**config.mk**
```make
export PLATFORM = sky130hd
export DESIGN_NAME = exc_ctrl
export DESIGN_NICKNAME = d
export VERILOG_FILES = /design/src/rtl/exc_ctrl.sv
export SDC_FILE = /design/constraint.sdc
export NUM_CORES = 1
export LEC_CHECK = 0
export BUFFER_PORTS_ARGS = -buffer_cell sky130_fd_sc_hd__buf_2
export CELL_PAD_IN_SITES_DETAIL_PLACEMENT = 0
export CELL_PAD_IN_SITES_GLOBAL_PLACEMENT = 1
export CORE_MARGIN = 5
export CORE_UTILIZATION = 25
export DETAILED_ROUTE_END_ITERATION = 10
export PLACE_DENSITY = 0.67
export SYNTH_ARGS = -nofsm -noshare
export SYNTH_HDL_FRONTEND = slang
export SYNTH_SLANG_ARGS = --single-unit
```
**constraint.sdc**
```tcl
create_clock -name clk -period 2.05 [get_ports clk]
set_input_delay 0.1025 -clock clk [delete_from_list [all_inputs] [get_ports clk]]
set_output_delay 0.1025 -clock clk [all_outputs]
set_load 0.01 [all_outputs]
```
**src/rtl/exc_ctrl.sv**
```systemverilog
// Exception/interrupt sequencer for the single-cycle LEGv8 core: drives the fetch
// redirect pair, tracks handler state and holds ELR/ESR plus a saturating exception count.
module exc_ctrl #(
    parameter int           N    = 64,
    parameter logic [N-1:0] VBAR = N'(64'h0000_0000_0000_1000)
) (
    input  logic         clk,
    input  logic         reset,
    input  logic         Exc_D,
    input  logic [3:0]   ExcCode_D,
    input  logic         ERet_D,
    input  logic         ExtIRQ_in,
    input  logic [N-1:0] PC_F,
    input  logic [N-1:0] NextPC_F,
    output logic         EProc_F,
    output logic [N-1:0] EVAddr_F,
    output logic [N-1:0] ELR_out,
    output logic [5:0]   ESR_out,
    output logic         InHandler_out,
    output logic         IRQAck_out,
    output logic [7:0]   ECount_out
);

    typedef enum logic [1:0] {
        RUN     = 2'd0,
        HANDLER = 2'd1,
        DFAULT  = 2'd2
    } state_t;

    state_t       state_q;
    logic [N-1:0] elr_q;
    logic [5:0]   esr_q;
    logic         irq_pend_q;
    logic [7:0]   ecount_q;

    logic take_sync, take_irq, take_df, take_ret;
    logic eproc_d, irqack_d;
    logic [N-1:0] evaddr_d;

    // Redirect decision is combinational so the PC picks up the target at the next edge.
    always_comb begin
        take_sync = 1'b0;
        take_irq  = 1'b0;
        take_df   = 1'b0;
        take_ret  = 1'b0;
        eproc_d   = 1'b0;
        irqack_d  = 1'b0;
        evaddr_d  = '0;
        if (reset) begin
            unique case (state_q)
                RUN: begin
                    if (Exc_D || ERet_D) begin
                        take_sync = 1'b1;
                        eproc_d   = 1'b1;
                        evaddr_d  = VBAR;
                    end else if (irq_pend_q) begin
                        take_irq  = 1'b1;
                        eproc_d   = 1'b1;
                        irqack_d  = 1'b1;
                        evaddr_d  = VBAR + N'(12'h080);
                    end
                end
                HANDLER: begin
                    if (Exc_D) begin
                        take_df  = 1'b1;
                        eproc_d  = 1'b1;
                        evaddr_d = VBAR + N'(12'h100);
                    end else if (ERet_D) begin
                        take_ret = 1'b1;
                        eproc_d  = 1'b1;
                        evaddr_d = elr_q;
                    end
                end
                default: ;
            endcase
        end
    end

    always_ff @(posedge clk or negedge reset) begin
        if (!reset) begin
            state_q    <= RUN;
            elr_q      <= '0;
            esr_q      <= '0;
            irq_pend_q <= 1'b0;
            ecount_q   <= '0;
        end else begin
            // A request arriving in the take cycle survives the clear.
            irq_pend_q <= ExtIRQ_in | (irq_pend_q & ~take_irq);
            if (take_sync) begin
                state_q <= HANDLER;
                elr_q   <= PC_F;
                esr_q   <= {2'b01, (Exc_D ? ExcCode_D : 4'hF)};
            end else if (take_irq) begin
                state_q <= HANDLER;
                elr_q   <= NextPC_F;
                esr_q   <= 6'b10_0000;
            end else if (take_df) begin
                state_q <= DFAULT;
                esr_q   <= {2'b11, ExcCode_D};
            end else if (take_ret) begin
                state_q <= RUN;
            end
            if ((take_sync || take_irq || take_df) && ecount_q != 8'hFF)
                ecount_q <= ecount_q + 8'd1;
        end
    end

    assign EProc_F       = eproc_d;
    assign EVAddr_F      = evaddr_d;
    assign IRQAck_out    = irqack_d;
    assign ELR_out       = elr_q;
    assign ESR_out       = esr_q;
    assign InHandler_out = (state_q != RUN);
    assign ECount_out    = ecount_q;

endmodule

```
# ---- Word-level counts from Yosys, hierarchy flattened
# Index checks and enable logic that the tools add are counted.
dict set report op_classes {
  addsub 1
  eq_ne 2
  mux 34
  bitwise_logic 3
  n_reduce_logical 9
}
# op count
set ops {}
lappend ops {{64-bit two-way mux} 5}
lappend ops {{64-bit case mux with 2 select lines} 1}
lappend ops {{13-bit two-way mux} 2}
lappend ops {{6-bit two-way mux} 3}
lappend ops {{1-bit two-way mux} 17}
lappend ops {{8-bit by 1-bit adder with 8-bit output, second input constant} 1}
lappend ops {{2-bit two-way mux} 4}
lappend ops {{8-bit inequality test, second input constant} 1}
lappend ops {{4-bit two-way mux} 1}
lappend ops {{2-bit nonzero test} 2}
lappend ops {{4-bit nonzero test} 1}
lappend ops {{1-bit logical OR} 3}
lappend ops {{3-bit nonzero test} 1}
lappend ops {{2-bit by 1-bit == test with 1-bit output, second input constant} 1}
lappend ops {{2-bit logical NOT} 1}
lappend ops {{1-bit case mux with 2 select lines} 1}
lappend ops {{1-bit bitwise AND} 1}
lappend ops {{1-bit logical AND} 1}
lappend ops {{1-bit inverter} 1}
lappend ops {{1-bit OR} 1}
dict set report word_totals {
  ff_bits 81
  inputBits 137
  output_inout_bits 145
  elab_cells 54
}

# ---- Longest topological paths before layout
dict set report logic_depth {
  word_depth 8
  ltp_mapped 8
  ltp_nobuf 5
}

# ---- Least setup slack after synthesis
# No wires, ideal clock.
dict set report synth_path {
  path_kind {flip-flop to flip-flop}
  start {register ecount_q[0], in the netlist ECount_out[0]}
  end {register ecount_q[1], in the netlist ECount_out[1]}
  setup_ns 0.125
  arrival_time_ns 1.378
  required_ns 1.925
  setup_slack_ns 0.548
  path_stages_with_launch 6
  n_path_buf 0
  synth_period_minus_slack_ns 1.502
  path_cell_list {dfrtp_1 ha_1 nand4_1 nor2_1 nor2_1 mux2_2}
}
dict set report synth_via {
  elab_chain_cells 2
  word_cells_on_any_way 3
  cone_classes {add/sub: 1; eq/ne: 1; reduce/logical: 1}
}
# element line_no
set synth_rtl {}
lappend synth_rtl {{start: declaration} 34} ;# logic [7:0] ecount_q;
lappend synth_rtl {{start signal: assignment} 104} ;# ecount_q <= ecount_q + 8'd1;
lappend synth_rtl {{parallel branches: the longest is 2 deep, another holds 8-bit by 1-bit adder with 8-bit output} n/a}
# Parallel ways; which one is timed is not known.
# A chain may end at the register's enable or synchronous reset.

# ---- Worst setup path in the final report
dict set report layout_path {
  start {input reset}
  end {output EVAddr_F[37]}
}
dict set report layout_via {
  elab_chain_cells 1
}
# element line_no
set layout_rtl {}
lappend layout_rtl {{start: declaration} 8} ;# input logic reset,
lappend layout_rtl {{64-bit two-way mux} 49} ;# if (reset) begin
lappend layout_rtl {{end: declaration} 16} ;# output logic [N-1:0] EVAddr_F,
# No other way between the ends.

==> results summary <==
The run finished with clean final reports. The max capacitance violation total is 0. In the finished design, the share of the clock period the worst path needs comes to 0.936.

For this design the total switching power over the nets is 2.29 mW. The floorplan die height is 141 um. The tree is rooted in a clkbuf_16. After global routing the overflow that remains totals 0.

The clock sink total came out at 81. The mean cell area of the mapped netlist is 9.75 um^2. In this run the worst hold path is classified as in -> reg. The total of flip-flops plus latches after synthesis came out at 81. The clock tree skew after final layout came out at 0.00692 ns. The worst setup path is captured at an output pin.

The worst setup path is launched from a primary input. The non-filler instance count after layout is 948. The final weighted congestion in routability-driven placement is 0.794. The yosys synthesis warning count is 0. The sequential element share of the synthesized area came out at 0.469. The core footprint came out at 0.0171 mm^2. The number of hold-slack violations in the final timing report came out at 0.

The relative slew slack came out at 0.597. The total chip power is 6.53 mW. Setup repair after global routing left no endpoint under its margin. The global-route wire length before repair came out at 21.7 mm. The number of nets at the end of the flow came out at 856. The number of antenna violations at the first check in global routing is 0. The switching portion of total power is 0.351. The fraction of synthesis flops using an asynchronous set or reset pin came out at 1.00. The share of cells above drive strength 1 is 0.441. The number of instances in the synthesized netlist is 443. The share of total power dissipated in sequential elements is 0.443.

The number of search-and-repair iterations in the first detailed-routing pass came out at 4. The relative contribution of the clock network to total power is 0.260. The top achievable clock speed is 521 MHz. The TritonCTS clock tree is built. The total power per unit cell area came out at 1050 mW/mm^2. The signal arrival time at the worst endpoint came out at 1.82 ns.

Yosys attributes the largest share of cell area to dfrtp_1, mux2i_1, and2_1, nand2_1, o21ai_1. The transition time at the pin with the least slew margin came out at 0.605 ns. The synthesis-to-finish area growth came out at 44.3%. The setup fix buffers added after clock tree synthesis is 0. The horizontal die dimension came out at 141 um.

The pin count of the biggest net entering global routing is 67. The setup TNS came out at 0 ns. The distinct cell type count of the synthesized netlist came out at 40. The repair_antennas step left the layout with diodes totalling 0. Among all flip-flop cells after synthesis, the most frequent one is dfrtp_1. The register clock-pin slew on the reported worst setup and hold paths is 0.06 ns. The worst register-to-register path begins at state_q[1]. The capture point of the worst reg-to-reg path is ELR_out[10]. The maximum buffer depth of the clock tree came out at 2. The number of cells on the worst reg-to-reg path came out at 6. For this configuration, the core starts out at a cell density of 0.252. The CTS buffer count came out at 9. The violation count after the first detailed-route iteration is 100. The synthesized design spends more area on one cell type than any other, namely dfrtp_1. The hold-critical path depth is 3. The total I/O pin count came out at 282. The global-route total usage across every layer is 0.135. The DRC violation count after routing is 0. Internal power comes to 4.24 mW. The synthesized net count came out at 581.

The number of global-route vias before repair is 4280. The synthesized area is 0.00432 mm^2. The worst setup path category is in -> out. The detailed-route wire length per cell came out at 14.4 um. The portion of total power attributed to combinational logic came out at 0.298. The die footprint came out at 0.0200 mm^2. The clock network latency to the later pin of the worst-skew pair is 0.34 ns. The number of enable flip-flop cells after synthesis is 0.

The count of final max-slew check failures came out at 0. The slack of the worst reg-to-reg path came out at 0.39 ns. The number of nets still failing antenna checks after routing came out at 0.

The routed design could run at a clock period as short as 1.92 ns. The final route contains 4054 vias. The level count of the clock H-tree is 3.

Port buffering added 281 buffers. The fraction of synthesized cell area taken by the top area cell type came out at 0.469. STA puts the critical path data required time at 1.95 ns. The number of vias per cell came out at 4.28.

The number of core rows came out at 48. The path with the worst hold slack has its endpoint at ELR_out[46]. The startpoint identified for the worst hold timing path is PC_F[46].

Counting tap cells, the placed design contains a total of 930 instances. Summed over all cells, the static leakage comes to 3.77 nW. After detailed routing, the total wire length is 13.7 mm. The detailed placer's ending HPWL is 11.0 mm.

The final setup violation count came out at 0. The worst-case vdd ir drop came out at 0.000402 V. The critical-path maximum fanout is 27.
==> layout make-up <==
cell class | count | area [um^2]
Tap cell | 225 | 282
Clock inverter | 6 | 82.6
Multi-Input combinational cell | 330 | 2080
Clock buffer | 10 | 229
Timing Repair Buffer | 292 | 1510
Sequential cell | 81 | 2030
Fill cell | 1758 | 10900
Inverter | 4 | 15.0
==> repair_timing <==
action / in CTS / in global routing
hold buffers: 2 / 0
setup endpoints to repair: 0 / 18
hold endpoints to repair: 35 / 0
gates resized for setup: 0 / 2
==> routing by layer <==
layer  share of wire  vias up  global-route usage  wire (um)
met5               0        -                   0          0
met2            0.49      180               0.229       6670
met3           0.092       15              0.0452       1250
li1                -     2044                   -          -
met1            0.41     1815               0.162       5560
met4           0.013        0              0.0414        181
==> per-stage QoR <==
| step | worst slack [ns] | hold slack [ns] | util | instance area [um^2] |
|---|---|---|---|---|
| detailed placement | 0.338 | -0.0465 | 0.344 | 5890 |
| finish | 0.132 | 0.0303 | 0.364 | 6230 |
| global route | 0.0104 | 0.0266 | 0.364 | 6230 |
| floorplan | 0.548 | -0.193 | - | 4320 |
| CTS | 0.0483 | 0.0163 | 0.363 | 6220 |
| global placement | 0.408 | -0.0452 | 0.344 | 5890 |
==> cell usage after synthesis (2+ instances only) <==
master,n
dfrtp_1,81
nand2_1,78
mux2i_1,64
and2_1,61
o21ai_1,42
o21ai_0,29
nor2_1,13
clkbuf_1,8
buf_2,6
buf_8,5
mux2_2,5
nand3_1,5
a21oi_1,4
inv_1,4
nor3_1,4
buf_6,3
clkbuf_2,3
a31oi_1,2
buf_4,2
nand2b_1,2
nand4_1,2
nor2b_1,2
==> placed cells by master (no fill, tap or decap), types with 2 or more instances in the layout <==
master         netlist  layout
dlygate4sd3_1        0       2
o21ai_1             42      42
mux2i_1             64      64
bufinv_16            0       2
nand4_1              2       2
buf_4                2       8
clkinv_2             0       3
nor2b_1              2       2
nor2_1              13      13
a31oi_1              2       2
nor3_1               4       4
nand2_1             78      78
mux2_2               5       5
nand2b_1             2       2
nand3_1              5       5
dfrtp_1             81      81
and2_1              61      61
buf_2                6     280
clkbuf_16            0       9
o21ai_0             29      29
a21oi_1              4       4
inv_1                4       4
==> critical path, stage by stage <==
cell,delay [ns]
dlygate4sd3_1,0.57
buf_4,0.22
nand2_1,0.11
nor3_4,0.20
buf_4,0.27
and2_1,0.18
buf_2,0.13
==> how the worst max path moves through the flow <==
stage	startpoint	to	slack [ns]	cells past startpoint
finish	reset	EVAddr_F[37]	0.13	7
global route	reset	EVAddr_F[40]	0.01	7
CTS	reset	EVAddr_F[10]	0.05	7
detailed placement	state_q[1]	ELR_out[31]	0.34	6
global placement	state_q[1]	ELR_out[14]	0.41	6
floorplan	ECount_out[0]	ECount_out[1]	0.55	5
==> flip-flops by register name (all words and copies together) (netlist names) <==
register and count:
ESR_out 6, irq_pend_q 1, state_q 2, ECount_out 8
ELR_out 64
==> logic make-up after synthesis <==
| group | after synthesis | synth area share |
|---|---|---|
| multiplexers | 69 | 0.161 |
| AND/OR/NAND/NOR | 173 | 0.198 |
| adder cells (fa/ha/maj) | 1 | 0.00290 |
| XOR/XNOR | 1 | 0.00203 |
| AO/OA/AOI/OAI | 86 | 0.112 |
| flip-flops | 81 | 0.469 |
| buffers and inverters | 32 | 0.0542 |
==> power by group through the flow <==
stage	registers (mW)	logic [mW]	clock network [mW]
floorplan	3.09	0.626	0
finish	2.89	1.94	1.69
CTS	2.91	1.99	1.76
detailed placement	2.93	1.99	0
global route	3.00	2.19	1.83
global placement	2.92	1.94	0
No activity file was read; power rests on OpenSTA's default activity.
